===== config.mk =====
export PLATFORM = sky130hd
export DESIGN_NAME = pixel_plot_sink
export DESIGN_NICKNAME = d
export VERILOG_FILES = /design/src/rtl/pixel_plot_sink.sv
export SDC_FILE = /design/constraint.sdc
export NUM_CORES = 1
export LEC_CHECK = 0
export ABC_AREA = 1
export BUFFER_PORTS_ARGS = -buffer_cell sky130_fd_sc_hd__buf_2
export CORE_ASPECT_RATIO = 0.5
export CORE_MARGIN = 10
export CORE_UTILIZATION = 58
export DETAILED_ROUTE_END_ITERATION = 8
export PLACE_DENSITY_LB_ADDON = 0.3
export SETUP_SLACK_MARGIN = 0.2
export SLEW_MARGIN = 10
export SYNTH_ARGS = -nofsm -noshare
export SYNTH_HDL_FRONTEND = slang
export SYNTH_SLANG_ARGS = --single-unit

===== constraint.sdc =====
create_clock -name clk -period 4.3 [get_ports clk]
set_clock_uncertainty 0.05 [all_clocks]
set_input_delay 0.645 -clock clk [delete_from_list [all_inputs] [get_ports clk]]
set_output_delay 0.645 -clock clk [all_outputs]
set_load 0.02 [all_outputs]

===== src/rtl/pixel_plot_sink.sv =====
// pixel_plot_sink: FIFO-buffered pixel plotter for the VGA framebuffer.
// Clips off-screen points, writes y*H_RES+x, and pulses done on the last pixel.
module pixel_plot_sink #(
  parameter int H_RES      = 320,
  parameter int V_RES      = 240,
  parameter int COLOUR_W   = 3,
  parameter int FIFO_DEPTH = 4,
  parameter int ADDR_W     = 17
) (
  input  logic                clk,
  input  logic                reset,
  input  logic                pix_valid,
  output logic                pix_ready,
  input  logic [8:0]          pix_x,
  input  logic [7:0]          pix_y,
  input  logic [COLOUR_W-1:0] pix_colour,
  input  logic                pix_last,
  output logic [ADDR_W-1:0]   mem_addr,
  output logic [COLOUR_W-1:0] mem_data,
  output logic                mem_we,
  input  logic                mem_ack,
  output logic                done,
  output logic [7:0]          clip_count
);

  localparam int PTR_W = $clog2(FIFO_DEPTH);
  localparam int ENT_W = 9 + 8 + COLOUR_W + 1;
  localparam logic [PTR_W:0] CNT_FULL = (PTR_W+1)'(FIFO_DEPTH);
  localparam logic [9:0] X_LIM = 10'(H_RES);
  localparam logic [8:0] Y_LIM = 9'(V_RES);

  typedef enum logic [1:0] {IDLE, ADDR, WRITE, DONE} state_t;

  logic [ENT_W-1:0]    fifo_q [FIFO_DEPTH];
  logic [PTR_W-1:0]    wr_ptr_q, wr_ptr_d;
  logic [PTR_W-1:0]    rd_ptr_q, rd_ptr_d;
  logic [PTR_W:0]      count_q, count_d;
  logic                ready_en_q;
  logic                fifo_full, fifo_empty;
  logic                push, pop;

  state_t              state_q, state_d;
  logic [8:0]          x_q, x_d;
  logic [7:0]          y_q, y_d;
  logic [COLOUR_W-1:0] col_q, col_d;
  logic                last_q, last_d;
  logic [ADDR_W-1:0]   addr_q, addr_d;
  logic [COLOUR_W-1:0] data_q, data_d;
  logic                we_q, we_d;
  logic [7:0]          clip_q, clip_d;
  logic                off_screen;
  logic [ADDR_W-1:0]   lin_addr;

  assign fifo_full  = (count_q == CNT_FULL);
  assign fifo_empty = (count_q == '0);
  // Ready comes up one cycle after reset release and never looks at inputs.
  assign pix_ready  = ready_en_q & ~fifo_full;
  assign push       = pix_valid & pix_ready;

  assign off_screen = ({1'b0, x_q} >= X_LIM) || ({1'b0, y_q} >= Y_LIM);
  assign lin_addr   = ADDR_W'(y_q) * ADDR_W'(H_RES) + ADDR_W'(x_q);

  always_ff @(posedge clk) begin
    if (push) begin
      fifo_q[wr_ptr_q] <= {pix_x, pix_y, pix_colour, pix_last};
    end
  end

  always_comb begin
    wr_ptr_d = wr_ptr_q;
    rd_ptr_d = rd_ptr_q;
    count_d  = count_q;
    if (push) wr_ptr_d = wr_ptr_q + PTR_W'(1);
    if (pop)  rd_ptr_d = rd_ptr_q + PTR_W'(1);
    unique case ({push, pop})
      2'b10:   count_d = count_q + 1'b1;
      2'b01:   count_d = count_q - 1'b1;
      default: count_d = count_q;
    endcase
  end

  always_comb begin
    state_d = state_q;
    x_d     = x_q;
    y_d     = y_q;
    col_d   = col_q;
    last_d  = last_q;
    addr_d  = addr_q;
    data_d  = data_q;
    we_d    = we_q;
    clip_d  = clip_q;
    pop     = 1'b0;
    unique case (state_q)
      IDLE: begin
        if (!fifo_empty) begin
          pop = 1'b1;
          {x_d, y_d, col_d, last_d} = fifo_q[rd_ptr_q];
          state_d = ADDR;
        end
      end
      ADDR: begin
        if (off_screen) begin
          if (clip_q != 8'hFF) clip_d = clip_q + 8'd1;
          state_d = last_q ? DONE : IDLE;
        end else begin
          addr_d  = lin_addr;
          data_d  = col_q;
          we_d    = 1'b1;
          state_d = WRITE;
        end
      end
      WRITE: begin
        if (mem_ack) begin
          we_d    = 1'b0;
          state_d = last_q ? DONE : IDLE;
        end
      end
      DONE: state_d = IDLE;
      default: state_d = IDLE;
    endcase
  end

  always_ff @(posedge clk or posedge reset) begin
    if (reset) begin
      ready_en_q <= 1'b0;
      wr_ptr_q   <= '0;
      rd_ptr_q   <= '0;
      count_q    <= '0;
      state_q    <= IDLE;
      x_q        <= '0;
      y_q        <= '0;
      col_q      <= '0;
      last_q     <= 1'b0;
      addr_q     <= '0;
      data_q     <= '0;
      we_q       <= 1'b0;
      clip_q     <= '0;
    end else begin
      ready_en_q <= 1'b1;
      wr_ptr_q   <= wr_ptr_d;
      rd_ptr_q   <= rd_ptr_d;
      count_q    <= count_d;
      state_q    <= state_d;
      x_q        <= x_d;
      y_q        <= y_d;
      col_q      <= col_d;
      last_q     <= last_d;
      addr_q     <= addr_d;
      data_q     <= data_d;
      we_q       <= we_d;
      clip_q     <= clip_d;
    end
  end

  assign mem_addr   = addr_q;
  assign mem_data   = data_q;
  assign mem_we     = we_q;
  assign done       = (state_q == DONE);
  assign clip_count = clip_q;

endmodule


==> reports/metrics.yaml, run 1 <==
synth:
  yosys_most_used_dff: "edfxtp_1"
  synth_seq_cells: 144
  yosys.area.top_type: "edfxtp_1"
  synth_area_per_cell_um2: 10.9
  synth_area_um2: 6290
  synthCells: 579
  synth_edf_count: 84
  ys_types: 33
  synth_area_leaders: "edfxtp_1 (40%), dfrtp_1 (24%), nand2_1 (6.0%)"
  ys_seq_area_share_pct: 64.0
  syn-num-nets: 628
  async_flop_share_pct: 41.7
  synth.top_cell.area_share_pct: 40.1
  yosys_warnings: 0
grt:
  antenna_found_initial: 0
  grt-ovfl-total: 0
  grt_pass1_vias: 4301
  grt_start_max_net_pins: 45
  grt_pass1_wl_um: 21500
  track_usage_pct: 17.3
clock_tree:
  cts_inserted_buffers: 17
  clock_path_buffers: 2
  cts_resized: 0
  cts_root_buf: "clkbuf_16"
  clock_latency_ns: 0.42
  htreeDepth: 4
  cts.sinks: 144
  tritoncts: "yes"
  cts.clk_slew.worst_paths_ns: 0.06
  cts_hold_buffers: 0
  post_cts_buffers: 0
sta:
  hold_viol: 0
  finalSetupTns_ns: 0
  tightest_slew_ns: 0.738
  fin_crit_sh_pct: 59.2
  relSlewSlack_pct: 50.6
  rsz0062_at_grt: "no"
  fin_ws_ns: 1.75
  min_period_ns: 2.55
  fmax_mhz: 393
  setup_viol: 0
  drv_slew: 0
worst_setup_path:
  slowest_stage: "dfrtp_1"
  cp.arrival_ns: 2.80
  critPathTopFamily: "adder cells"
  r2r_slack_ns: 1.75
  r2r_end: "count_q[2]"
  ff2ff_path_depth: 9
  setup.worst_path.start: "state_q[1]"
  path_cells: "nor2_1 > o31ai_2 > inv_2 > ha_1 > inv_1 > fa_1 > a21oi_1 > o21ai_0 > xnor2_1"
  endpoint: "count_q[2]"
  end_kind: "register"
  worst-path-buf-inv: 2
  critPathMaxFanout: 43
  critPathRequiredTime_ns: 4.55
  cp_num_cells: 9
  path_class: "register to register"
  startpoint_type: "register"
  cpPeakStageDelay_ns: 0.47
  r2r_start: "state_q[1]"
finish:
  layout_commonest_cell: "nand2_1"
  syn_to_final_growth_pct: 15.5
  layout_common_cells: "nand2_1 (100), nor2_1 (95), edfxtp_1 (84), dfrtp_1 (60), o21ai_0 (56)"
  final_core_util_pct: 70.0
  fillers: 762
  multi_input_comb_area_um2: 1970
  regArea_um2: 4020
  final_area_um2: 7270
  final_nets: 689
  diodes: 0
  drive_above_1_share_pct: 18.5
floorplan:
  die_area_um2: 15700
  die_x_um: 167
  die_h_um: 93.6
  core_area_um2: 10400
  initial_core_util_pct: 60.6
  num_rows: 26
  ioPinCount: 56
route:
  drt_iter0_drc: 449
  wl_per_cell_um: 16.5
  post_drt_via_cell_ratio: 5.36
  num_vias: 4253
  antenna_left: 0
  dr.pass1.iters: 5
  drt_wl_total_um: 13100
  post-route-drc-count: 0
pwr:
  leakage_nw: 3.14
  peakVddDrop_v: 0.000381
  p_per_area_nw_per_um2: 840
  power_w: 0.00611
placement:
  post_dp_cell_area_um2: 6690
  place.port_buffers: 55
  gp_congestion: 0.839
  hpwl_um: 8580
  pre_cts_ws_ns: 1.87
run_status:
  status: "finished clean"
worst_hold_path:
  hp-class: "primary input to async pin"
run:
  maxCapViolCount: 0
## cell usage after synthesis (10+ instances only)
cell type  instances
edfxtp_1          84
o22ai_1           11
nand2_1          100
o21ai_2           10
inv_1             44
clkbuf_1          11
a31oi_1           11
nand3_1           18
nor2_1            95
dfrtp_1           60
o21ai_0           56
ha_1              21
## flip-flops by register name (all words and copies together) (netlist names), 2 cells and up
signal      flops
col_q           3
x_q             9
y_q             8
count_q         3
mem_addr       17
wr_ptr_q        2
mem_data        3
fifo_q         84
clip_count      8
rd_ptr_q        2
state_q         2
## layout make-up
type                    instances  share of cell area, %
clock inverters                15                   2.12
clock buffers                  17                   5.85
flip-flops and latches        144                   55.4
inverters                      50                   2.62
repair buffers                 62                   4.51
multi-input cells             365                   27.1
well taps                     140                   2.41
## per-stage QoR
| step | hold WS, ns | instances |
|---|---|---|
| final | 0.233 | 793 |
| after global routing | 0.285 | 793 |
| after CTS | 0.252 | 793 |
| after detailed placement | 0.405 | 761 |
| after global placement | 0.400 | 761 |
| after floorplan | 0.393 | 579 |
## metal layers
metal	track usage [%]	wire, um	vias to the layer above
met2	27.1	6050	122
met4	7.28	201	0
met3	4.18	818	21
met5	0	0	-
li1	-	-	2077
met1	22.8	6020	2033
## report_power, final
part	switching (W)	leakage [nW]	internal, W	total, W
combinational	0.00177	1.35	0.000888	0.00266
sequential	0.000205	1.50	0.00182	0.00202
clock	0.000609	0.286	0.000817	0.00143
## worst min path at each step
stage	depth (start not counted)	endpoint	slack (ns)	startpoint
2_1_floorplan	2	last_q	0.39	last_q
3_3_place_gp	2	mem_addr[6]	0.40	mem_addr[6]
3_5_place_dp	2	mem_data[2]	0.40	mem_data[2]
4_1_cts	2	clip_count[4]	0.25	reset
5_1_grt	2	clip_count[4]	0.28	reset
6_report	2	clip_count[4]	0.23	reset
## logic make-up after synthesis
group	after synthesis	synth area share [%]
other	1	0.0596
adder cells (fa/ha/maj)	24	5.13
AND/OR/NAND/NOR	224	14.3
XOR/XNOR	14	1.95
flip-flops	144	64.0
AO/OA/AOI/OAI	102	9.90
buffers and inverters	70	4.69
Note: power is estimated with default switching activity, not from simulation.
==> inputs of run 2 (changes only) <==
- CORE_UTILIZATION: 58 -> 53
- clock period: 4.3 -> 2.3 ns (I/O delays scaled with it)
==> run 2 against run 1 <==
  * Sequential share of layout area shrank 2.7 points
  * Critical endpoint is now mem_addr[15]
  * Non-clock buffer count rose by 18
  * Worst setup slack got worse by 1.7 ns
  * Critical path depth is 2 higher
  * Final cell count increased by 5.5%
  * Global-route usage is 1.9 points lower
  * Design area increased by 5.1%
  * Register-to-register slack worse by 1.7 ns
==> reports/metrics.yaml, run 2 (synthesized netlist as in run 1, its figures left out) <==
clock_tree:
  htreeDepth: 4  # unchanged
  cts_inserted_buffers: 17  # unchanged
  tritoncts: "yes"
  clock_path_buffers: 2  # unchanged
  clock_latency_ns: 0.42  # about the same
  cts.sinks: 144  # unchanged
  cts_root_buf: "clkbuf_16"
  cts.clk_slew.worst_paths_ns: 0.06  # about the same
placement:
  post_dp_cell_area_um2: 6860  # +2.5%
  hpwl_um: 8570  # about the same
  place.port_buffers: 55  # unchanged
  gp_congestion: 0.813  # -3.0%
  pre_cts_ws_ns: 0.0162  # -1.85 ns
floorplan:
  core_area_um2: 11700  # +13%
  initial_core_util_pct: 53.8  # -6.9 points
  die_area_um2: 16900  # +7.8%
  die_x_um: 174  # +4.1%
  ioPinCount: 56  # unchanged
  die_h_um: 97.0  # +3.6%
  num_rows: 28  # +7.7%
finish:
  fillers: 898  # +18%
  largest_register: "fifo_q"
  layout_common_cells: "nand2_1 (97), nor2_1 (90), edfxtp_1 (84), dfrtp_1 (57)"
  regArea_um2: 4030  # about the same
  multi_input_comb_area_um2: 2160  # +9.3%
  final_nets: 707  # +2.6%
  final_area_um2: 7640  # +5.1%
  syn_to_final_growth_pct: 21.5
  final_core_util_pct: 65.3  # -4.7 points
  layout_commonest_cell: "nand2_1"
  drive_above_1_share_pct: 24.1  # +5.6 points
  largest_register_ffs: 84  # unchanged
worst_setup_path:
  r2r_end: "mem_addr[15]"
  path_cells: "ha_4 > ha_4 > fa_2 > nand2_1 > inv_1 > nand2_2 > nor2_4 > nand3_2 > o21bai_1 > nand3_1 > nand2_1"
  slowest_stage: "fa_2"
  cp.arrival_ns: 2.52  # -0.28 ns
  path_class: "register to register"
  r2r_start: "y_q[1]"
  r2r_slack_ns: 0.09  # -1.67 ns
  setup.worst_path.start: "y_q[1]"
  end_kind: "register"
  startpoint_type: "register"
  ff2ff_path_depth: 11  # +2
  cpPeakStageDelay_ns: 0.55  # +0.08 ns
  critPathRequiredTime_ns: 2.61  # -1.94 ns
  critPathMaxFanout: 3  # -93%
grt:
  grt_pass1_vias: 4058  # -5.6%
  track_usage_pct: 15.4  # -1.9 points
  antenna_found_initial: 4  # +4
  grt_start_max_net_pins: 44  # -2.2%
  grt-ovfl-total: 0  # unchanged
  grt_pass1_wl_um: 20700  # -3.6%
pwr:
  peakVddDrop_v: 0.000775  # +100%
  p_sw_w: 0.00514  # +99%
  switching_share_pct: 41.2  # -1.1 points
  leakage_nw: 3.23  # +3.0%
  seq_power_share_pct: 30.4  # -2.7 points
  p_int_w: 0.00733  # +110%
  pwr-share-clk_pct: 21.6  # -1.8 points
  combPwrFrac_pct: 48.0  # +4.5 points
  p_per_area_nw_per_um2: 1630  # +94%
sta:
  min_period_ns: 2.21  # -0.332 ns
  tightest_slew_ns: 0.553  # -0.185 ns
  finalSetupTns_ns: 0  # unchanged
  setup_viol: 0  # unchanged
  fin_crit_sh_pct: 96.3  # +37 points
  relSlewSlack_pct: 63.1  # +12 points
  fin_ws_ns: 0.0851  # -1.67 ns
  rsz0062_at_grt: "yes"
  hold_viol: 0  # unchanged
  drv_slew: 0  # unchanged
  fmax_mhz: 451  # +15%
route:
  post-route-drc-count: 0  # unchanged
  dr.pass1.iters: 5  # unchanged
  drt_iter0_drc: 373  # -17%
  antenna_left: 0  # unchanged
  wl_per_cell_um: 15.9  # -3.8%
  drt_wl_total_um: 13300  # +1.6%
  post_drt_via_cell_ratio: 5.13  # -4.3%
  num_vias: 4295  # +0.99%
run_status:
  status: "finished clean"
worst_hold_path:
  hp-class: "primary input to register"
  hold_depth: 1
  hold_start: "pix_x[4]"
  holdPathEnd: "fifo_q[1][16]"
run:
  maxCapViolCount: 0  # unchanged
==> run 2: cell count changes in the layout (fill, tap and decap cells not counted), moves of 2 or more <==
cell      previous run  this run
dfrtp_1             60        57
clkinv_4             4         2
nand2_2              3         6
ha_1                21        13
buf_4                7        23
inv_8                4         1
ha_4                 0         7
nand2_1            100        97
clkinv_1             0         2
xnor2_1              9         7
dfrtp_2              0         3
nor2_1              95        90
nor2_4               0         6
==> run 2: critical path: cells and delay by family, from the launching register on <==
family | cells | cell delay (ns)
compound gates | 1 | 0.18
fa+ha+maj | 3 | 0.97
flops | 1 | 0.42
buf+inv | 1 | 0.06
simple gates | 6 | 0.48
==> run 2: timing repair <==
action,CTS,global route
resized for setup,3,23
endpoints found under the setup margin,5,6
hold endpoints to repair,25,0
hold buffers,1,0
setup buffers,5,2
pin swaps,7,12
==> run 2: layer usage <==
layer | up-vias | wire (um) | global-route usage (%)
met5 | - | 34 | 0
met3 | 16 | 872 | 4.46
met4 | 6 | 116 | 5.81
met1 | 2032 | 6180 | 20.6
li1 | 2120 | - | -
met2 | 121 | 6080 | 23.2
==> run 2: stage by stage <==
step	hold slack (ns)	power, W	instances
floorplan	0.393	0.00758	579
global placement	0.375	0.00877	796
detailed placement	0.382	0.00892	796
CTS	0.0771	0.0118	834
global route	0.0791	0.0134	837
finish	0.0839	0.0125	837
==> run 2: area by class of cell <==
class                           instances  area share (%)
Antenna cell                            1          0.0327
Clock buffer                           17            5.57
Clock inverter                         15            2.05
Inverter                               50            2.49
Multi-Input combinational cell        365            28.2
Sequential cell                       144            52.7
Tap cell                              165            2.70
Timing Repair Buffer                   80            6.25
==> run 2: power groups by stage <==
stage	Clock (W)	Sequential [W]	Combinational, W
floorplan	0	0.00398	0.00360
global placement	0	0.00380	0.00498
detailed placement	0	0.00381	0.00511
CTS	0.00273	0.00377	0.00536
global route	0.00286	0.00386	0.00663
finish	0.00269	0.00380	0.00599
==> run 2: worst max path at each step <==
stage                              end  slack [ns]  cells past startpoint
after floorplan           mem_addr[15]        0.13                     12
final                     mem_addr[15]        0.09                     11
after global placement    mem_addr[15]        0.06                     12
after CTS                 mem_addr[15]        0.06                     12
after global routing      mem_addr[15]       -0.05                     11
after detailed placement  mem_addr[15]        0.02                     12
